**src/rtl/vend_pkg.sv**
```systemverilog
// Shared types and timing defaults for the vending dispense scheduler.
// The counter-width helper sizes one counter to cover every timed phase.
package vend_pkg;

  typedef enum logic [2:0] {
    IDLE      = 3'd0,
    MOTOR     = 3'd1,
    WAIT_DROP = 3'd2,
    CHANGE    = 3'd3,
    DONE      = 3'd4,
    FAULT     = 3'd5
  } vend_state_t;

  localparam int DEF_N_CH      = 4;
  localparam int DEF_MOTOR_CYC = 8;
  localparam int DEF_DROP_TO   = 32;
  localparam int DEF_CHG_CYC   = 2;

  function automatic int cnt_width(input int motor_cyc, input int drop_to, input int chg_cyc);
    int m;
    m = motor_cyc;
    if (drop_to > m) m = drop_to;
    if (chg_cyc > m) m = chg_cyc;
    return $clog2(m) + 1;
  endfunction

endpackage

```
**src/rtl/vend_rr_arbiter.sv**
```systemverilog
// Combinational round-robin pick: first requesting channel at or after i_ptr,
// wrapping modulo N_CH. o_valid is low when no channel requests.
module vend_rr_arbiter
  import vend_pkg::*;
#(
  parameter int N_CH = DEF_N_CH,
  localparam int PTR_W = (N_CH > 1) ? $clog2(N_CH) : 1
) (
  input  logic [N_CH-1:0]  i_req,
  input  logic [PTR_W-1:0] i_ptr,
  output logic [N_CH-1:0]  o_onehot,
  output logic [PTR_W-1:0] o_idx,
  output logic             o_valid
);

  logic [PTR_W:0]   w_sum;
  logic [PTR_W-1:0] w_cand;

  always_comb begin
    o_onehot = '0;
    o_idx    = '0;
    o_valid  = 1'b0;
    w_sum    = '0;
    w_cand   = '0;
    for (int i = 0; i < N_CH; i++) begin
      // i_ptr < N_CH and i < N_CH, so a single subtraction wraps the sum.
      w_sum = {1'b0, i_ptr} + (PTR_W+1)'(i);
      if (w_sum >= (PTR_W+1)'(N_CH)) w_sum = w_sum - (PTR_W+1)'(N_CH);
      w_cand = w_sum[PTR_W-1:0];
      if (!o_valid && i_req[w_cand]) begin
        o_valid          = 1'b1;
        o_idx            = w_cand;
        o_onehot[w_cand] = 1'b1;
      end
    end
  end

endmodule

```
**src/rtl/vend_dispense_scheduler.sv**
```systemverilog
// Grants the shared dispense actuator to one channel at a time, runs the motor,
// waits for the chute drop sensor, ejects change when owed, and locks on timeout.
module vend_dispense_scheduler
  import vend_pkg::*;
#(
  parameter int N_CH      = DEF_N_CH,
  parameter int MOTOR_CYC = DEF_MOTOR_CYC,
  parameter int DROP_TO   = DEF_DROP_TO,
  parameter int CHG_CYC   = DEF_CHG_CYC
) (
  input  logic              i_clk,
  input  logic              i_rst_n,
  input  logic [N_CH-1:0]   i_req,
  input  logic [N_CH-1:0]   i_req_chg,
  input  logic              i_fault_clr,
  input  logic              i_drop_det,
  output logic [N_CH-1:0]   o_grant,
  output logic              o_motor_on,
  output logic              o_coin_out,
  output logic              o_done,
  output logic              o_fault,
  output logic              o_busy,
  output vend_state_t       o_dbg_state
);

  localparam int CNT_W = cnt_width(MOTOR_CYC, DROP_TO, CHG_CYC);
  localparam int PTR_W = (N_CH > 1) ? $clog2(N_CH) : 1;

  vend_state_t      r_state, w_state_next;
  logic [CNT_W-1:0] r_cnt, w_cnt_next;
  logic [PTR_W-1:0] r_ptr, w_ptr_next, r_idx, w_idx_next, w_ptr_inc;
  logic [N_CH-1:0]  r_grant, w_grant_next;
  logic             r_chg_l, w_chg_next, r_drop_seen, w_drop_next;
  logic             r_motor_on, r_coin_out, r_done, r_fault, r_busy;
  logic [N_CH-1:0]  w_arb_onehot;
  logic [PTR_W-1:0] w_arb_idx;
  logic             w_arb_valid;

  vend_rr_arbiter #(.N_CH(N_CH)) u_arb (
    .i_req    (i_req),
    .i_ptr    (r_ptr),
    .o_onehot (w_arb_onehot),
    .o_idx    (w_arb_idx),
    .o_valid  (w_arb_valid)
  );

  assign w_ptr_inc = (r_idx == PTR_W'(N_CH-1)) ? '0 : r_idx + PTR_W'(1);

  always_comb begin
    w_state_next = r_state;
    w_cnt_next   = r_cnt;
    w_ptr_next   = r_ptr;
    w_idx_next   = r_idx;
    w_grant_next = r_grant;
    w_chg_next   = r_chg_l;
    w_drop_next  = r_drop_seen;
    case (r_state)
      IDLE: if (w_arb_valid) begin
        w_state_next = MOTOR;
        w_cnt_next   = '0;
        w_idx_next   = w_arb_idx;
        w_grant_next = w_arb_onehot;
        w_chg_next   = i_req_chg[w_arb_idx];
        w_drop_next  = 1'b0;
      end
      MOTOR: begin
        w_drop_next = r_drop_seen | i_drop_det;
        if (r_cnt == CNT_W'(MOTOR_CYC-1)) begin
          w_state_next = WAIT_DROP;
          w_cnt_next   = '0;
        end else w_cnt_next = r_cnt + CNT_W'(1);
      end
      WAIT_DROP: begin
        if (r_drop_seen || i_drop_det) begin
          w_state_next = r_chg_l ? CHANGE : DONE;
          w_cnt_next   = '0;
        end else if (r_cnt == CNT_W'(DROP_TO-1)) begin
          w_state_next = FAULT;
          w_cnt_next   = '0;
        end else w_cnt_next = r_cnt + CNT_W'(1);
      end
      CHANGE: begin
        if (r_cnt == CNT_W'(CHG_CYC-1)) begin
          w_state_next = DONE;
          w_cnt_next   = '0;
        end else w_cnt_next = r_cnt + CNT_W'(1);
      end
      DONE: begin
        w_state_next = IDLE;
        w_grant_next = '0;
        w_ptr_next   = w_ptr_inc;
      end
      FAULT: if (i_fault_clr) begin
        w_state_next = IDLE;
        w_grant_next = '0;
        w_ptr_next   = w_ptr_inc;
      end
      default: w_state_next = IDLE;
    endcase
  end

  // Outputs are decoded from the next state so each one is a plain flop.
  always_ff @(posedge i_clk) begin
    if (!i_rst_n) begin
      r_state     <= IDLE;
      r_cnt       <= '0;
      r_ptr       <= '0;
      r_idx       <= '0;
      r_grant     <= '0;
      r_chg_l     <= 1'b0;
      r_drop_seen <= 1'b0;
      r_motor_on  <= 1'b0;
      r_coin_out  <= 1'b0;
      r_done      <= 1'b0;
      r_fault     <= 1'b0;
      r_busy      <= 1'b0;
    end else begin
      r_state     <= w_state_next;
      r_cnt       <= w_cnt_next;
      r_ptr       <= w_ptr_next;
      r_idx       <= w_idx_next;
      r_grant     <= w_grant_next;
      r_chg_l     <= w_chg_next;
      r_drop_seen <= w_drop_next;
      r_motor_on  <= (w_state_next == MOTOR);
      r_coin_out  <= (w_state_next == CHANGE);
      r_done      <= (w_state_next == DONE);
      r_fault     <= (w_state_next == FAULT);
      r_busy      <= (w_state_next != IDLE);
    end
  end

  assign o_grant     = r_grant;
  assign o_motor_on  = r_motor_on;
  assign o_coin_out  = r_coin_out;
  assign o_done      = r_done;
  assign o_fault     = r_fault;
  assign o_busy      = r_busy;
  assign o_dbg_state = r_state;

endmodule
```
**config.mk**
```make
export PLATFORM = sky130hd
export DESIGN_NAME = vend_dispense_scheduler
export DESIGN_NICKNAME = d
export VERILOG_FILES = /design/src/rtl/vend_pkg.sv /design/src/rtl/vend_rr_arbiter.sv /design/src/rtl/vend_dispense_scheduler.sv
export SDC_FILE = /design/constraint.sdc
export NUM_CORES = 1
export LEC_CHECK = 0
export BUFFER_PORTS_ARGS = -buffer_cell sky130_fd_sc_hd__buf_2
export CORE_ASPECT_RATIO = 1.2
export CORE_MARGIN = 4
export CORE_UTILIZATION = 61
export DETAILED_ROUTE_END_ITERATION = 8
export PLACE_DENSITY = 0.84
export SYNTH_ARGS = -nofsm -noshare
export SYNTH_HDL_FRONTEND = slang
export SYNTH_SLANG_ARGS = --single-unit
```
**constraint.sdc**
```tcl
create_clock -name i_clk -period 4.95 [get_ports i_clk]
set_clock_uncertainty 0.1 [all_clocks]
set_input_delay 0.495 -clock i_clk [delete_from_list [all_inputs] [get_ports i_clk]]
set_output_delay 0.495 -clock i_clk [all_outputs]
set_load 0.1 [all_outputs]
```
== Yosys cells after proc, flatten, opt, wreduce, memory -nomap -nowiden ==
Cells that the tools add are included.
Storage, ports and cells
  flip-flop bits (word level): 24
  input bits: 12
  output and inout bits: 12
  word-level logic and storage cells: 131
Operators by class
  $add $sub $neg: 9
  magnitude comparators: 13
  equality and inequality tests: 15
  multiplexer cells: 56
  bitwise logic cells: 4
  reductions and logical operators: 22
Operators by type and width (count)
  two-way mux 6 bit: 5
  two-way mux 4 bit: 6
  case mux 6 bit (4 select lines): 1
  two-way mux 3 bit: 7
  two-way mux 2 bit: 10
  less-than comparator 2 x 3 -> 1 bit, second input constant: 5
  case mux 3 bit (5 select lines): 1
  two-way mux 1 bit: 14
  equality test 3 bit, second input constant: 4
  OR 4 bit: 3
  case mux 4 bit (3 select lines): 1
  binary-select mux 1 bit (select 2 bit): 5
  equality test 3 x 2 -> 1 bit, second input constant: 3
  greater-or-equal comparator 3 bit, second input constant: 3
  demux 1 bit (select 2 bit): 4
  greater-or-equal comparator 2 x 1 -> 1 bit, second input constant: 4
  AND reduction 2 bit: 4
  subtractor 2 x 1 -> 2 bit, second input constant: 4
  logical AND 1 bit: 7
  adder 2 x 2 -> 3 bit, second input constant: 2
  adder 6 x 1 -> 6 bit, second input constant: 1
  equality test 3 x 1 -> 1 bit, second input constant: 2
  equality test 6 x 1 -> 1 bit, second input constant: 1
  equality test 6 x 3 -> 1 bit, second input constant: 1
  17 further kinds: 21

== Longest topological paths before layout ==
  depth after elaboration: 17
  depth in mapped cells: 10
  depth with buffers taken out: 8

== Modules after synthesis ==
A second synthesis with hierarchy kept.
Unflattened totals
  cells, all modules: 191
  area, all modules: 1729.2 µm²
By module, submodules not included
  vend_dispense_scheduler: times used 1, cells each 146, area each 1307.5 µm², sequential area each 480.5 µm²
  vend_rr_arbiter: times used 1, cells each 45, area each 421.7 µm², sequential area each 0.0 µm²

== Least setup slack after synthesis ==
No wires, ideal clock.
  kind: register -> register
  start: register r_ptr[0]
  end: register r_chg_l
  library setup time: 0.116 ns
  arrival: 2.881 ns
  data required time: 4.734 ns
  slack: 1.853 ns
  stages on the path, launching flop included: 11
  buffers on the path: 2
  clock period less this slack: 3.097 ns
  path through: dfxtp_1 > clkbuf_1 > inv_1 > ha_1 > clkbuf_1 > mux4_2 > nor2b_4 > or4_4 > and2_4 > mux2_4 > o211a_1
Between the ends
  cells in the longest elaborated chain, start to end: 16
  elaborated cells on any way between the ends: 40
  classes of those cells: add/sub (7); order compare (4); mux (22); reduce/logical (7)
Ends and longest elaborated chain
  from (decl): line vend_dispense_scheduler.sv:31  | logic [PTR_W-1:0] r_ptr, w_ptr_next, r_idx, w_idx_next, w_ptr_inc;
  from (signal assigned): line vend_dispense_scheduler.sv:120  | r_ptr <= w_ptr_next;
  branches (longest 16 deep; another with adder 2 x 1 -> 3 bit)
  to (signal assigned): line vend_dispense_scheduler.sv:123  | r_chg_l <= w_chg_next;
  to (decl): line vend_dispense_scheduler.sv:33  | logic r_chg_l, w_chg_next, r_drop_seen, w_drop_next;
Parallel ways; which one is timed is not known. The select of a mux whose other input is x is not followed.
A chain may end at the register's enable or synchronous reset.

== Worst setup path in the final report ==
Same ends and word-level chain as after synthesis.

==> impl_results.md <==
* Met2 Use GR at 0.439
* CP peak stage delay at 0.73 ns
* Core Region at roughly 0.0026 mm^2
* R2R Setup Slk at 1.80 ns
* Wire length per cell at 14.9 um
* Worst-path fanout max at 18
* Number of maximum-capacitance violations at 0
* CP endpoint kind: flop
* Fmax achieved at between 300 and 400 MHz
* Synth Register Bits at 24
* Commonest non-fill, non-tap cell in the layout: dfxtp_1
* Post-cts gate resize count at 0
* Final Critical Period at between 3 and 4 ns
* Max-slew violations at 0
* Synthesized area at about 0.0017 mm^2
* Drt first pass iters at 4
* Largest net degree at the start of global routing at 21
* Die X-Extent at 56.0 um
* Status: complete, no violations
* Fillcell total at about 230
* Startpoint types: flop
* Top FF cell, synth: dfxtp_1
* VDD IR-drop max at about 0.20 mV
* Multi-input combinational cell area at between 0.001 and 0.0015 mm^2
* Area grow syn2layout at 8.67%
* Hold crit path type: reg2reg
* CTS root buf: clkbuf_4
* Post-synth EDFFs at 0
* Worst path slowest cell: dfxtp_1
* First DRT Iteration DRCs at between 80 and 90
* Max_slew headroom at 0.508
* Place WS at ~1.8 ns
* Port Buffers at 23
* Mapped Nets at 230
* Most frequent cells in the layout: dfxtp_1 (24), buf_2 (23), nand2_1 (21), nor2_1 (20), o21ai_1 (14)
* Total number of vias at 1572
* Met3 Use GR at 0.0334
* Post-CTS Setup Inserts at 0
* Fin cells at between 200 and 300
* Num ports at 24
* Die H at 65.6 um
* Die area at approximately 0.0037 mm^2
* Worst skew pair latency at approximately 0.32 ns
* Routed Antenna Nets at 0
* Final HPWL DP at between 2000 and 3000 um
* Cell total after placement at approximately 250
* Cell count after synthesis at 208
* Num CTS Buffers at 3
* Worst setup path class: reg2reg
* # setup viols final at 0
* Gr ovfl total at 0
* Setup total negative slack at 0 ns
* Crit path arrival time at 3.28 ns
* CTS Buffer Depth at 2
* CTS Sinks at 24
* Final #Nets at 246
* DR vias/cell at 6.14
* FFs w/ async S/R, synth at 0
* Post-CTS Hold Buffers at 0
* Critical Path RT at between 5 and 6 ns
* H-tree depth at 1
* Antenna Cells at 0
* Global placement routability congestion at 0.821
* Crit-path cells: inv_1 > ha_1 > mux4_2 > nor2b_4 > or4_4 > and2_4 > mux2_4 > o211a_1
* PwrDens at 238 mW/mm^2
* Global Route Usage Sum at 0.221
* Register area share after synthesis at 0.284
* Design area at about 0.0018 mm^2
* RSZ-0062 raised after global routing: false
* Global routing's busiest layer: met2
* First-pass GRT wire length at 6560 um
* Row count at 20
* Hold Slack at 0.366 ns
* Initial antenna violation count at 0
* Post-Route WL at 3810 um
* DP Area at roughly 0.0018 mm^2
* Period utilization at 0.637
* Mapped Avg Cell Area at 8.12 um^2
* Synth unique cells at between 50 and 60
* Initial Utilization at 0.649
* DRC viols at 0
* Met1 Use GR at 0.219
* Reg clk slew, reported paths at 0.13 ns
* Fin. Hold Viols at 0
* Share of layout cells above drive strength 1 at 0.161
* CTS tree: built
* Worst setup margin at around 1.8 ns
* Vias in the first global route at around 1500
* YS warnings at 0
* Worst Tran Pin Value at roughly 0.73 ns
* P_leak at ~0.74 nW
* Sequential cell area at roughly 480 um^2
-- path summary, 6_finish.rpt --
kind	from	end	cells after the start
worst max-delay path	r_ptr[0]	r_chg_l	8
worst min-delay path	o_grant[2]	o_grant[2]	2
worst max register to register	r_ptr[0]	r_chg_l	8
worst min register to register	o_grant[2]	o_grant[2]	2
-- cells by family after synthesis --
logic type	count (synthesis)	synth area share
AND/OR/NAND/NOR	86	0.272
AO/OA/AOI/OAI	66	0.264
flip-flops	24	0.284
buffers and inverters	16	0.0459
adder cells (fa/ha/maj)	10	0.0741
multiplexers	5	0.0548
XOR/XNOR	1	0.00519
-- final cells by class --
class                      instances  share of cell area
clock buffer                       3              0.0123
clock inverter                     1              0.0164
inverter                           4             0.00818
multi-input combinational        168               0.616
sequential                        24               0.262
tap                               33              0.0225
timing repair buffer              23              0.0627
-- critical path, delay by kind of cell, from the launching register on --
family / cells / cell delay (ns)
and+or+nand+nor: 3 / 0.74
DFF: 1 / 0.73
muxes: 2 / 0.61
adders and majority gates: 1 / 0.49
AOI/OAI and AO/OA: 1 / 0.20
buffers and inverters: 1 / 0.18
-- sequential cells by signal (all words and copies together) (netlist names) --
register,count
o_dbg_state,3
o_grant,4
r_chg_l,1
r_cnt,6
r_idx,2
r_drop_seen,1
o_fault,1
o_coin_out,1
o_busy,1
r_ptr,2
o_done,1
o_motor_on,1
-- metal layers --
metal,share of wire,vias up
li1,-,791
met2,0.56,29
met5,0,-
met3,0.029,6
met4,0.017,0
met1,0.40,746
-- cell usage after synthesis (all sizes together) (3+ instances only) --
cell	count	share of area
buf	5	0.021
mux4	3	0.040
nand2	21	0.047
inv	4	0.0089
a21oi	5	0.015
a22oi	7	0.031
o211a	3	0.018
nor4	3	0.011
a221oi	4	0.021
clkbuf	7	0.016
and2	8	0.031
nand3b	3	0.013
nor2	20	0.044
nor3	4	0.012
dfxtp	24	0.28
a21o	3	0.013
ha	10	0.074
a21boi	7	0.031
nor2b	9	0.038
nand2b	4	0.015
o21ai	23	0.068
-- where the power goes --
group | switching (mW) | internal [mW] | leakage [nW] | total (mW)
logic | 0.0601 | 0.0276 | 0.521 | 0.0877
clock network | 0.0599 | 0.0819 | 0.0279 | 0.142
registers | 0.00780 | 0.200 | 0.196 | 0.208
total | 0.128 | 0.310 | 0.745 | 0.438
-- stage by stage --
| stage | util | power (mW) |
|---|---|---|
| 2_1_floorplan | - | 0.283 |
| 3_3_place_gp | 0.685 | 0.296 |
| 3_5_place_dp | 0.685 | 0.299 |
| 4_1_cts | 0.705 | 0.440 |
| 5_1_grt | 0.705 | 0.459 |
| 6_report | 0.705 | 0.438 |
Power figures use the tool's default switching activity.
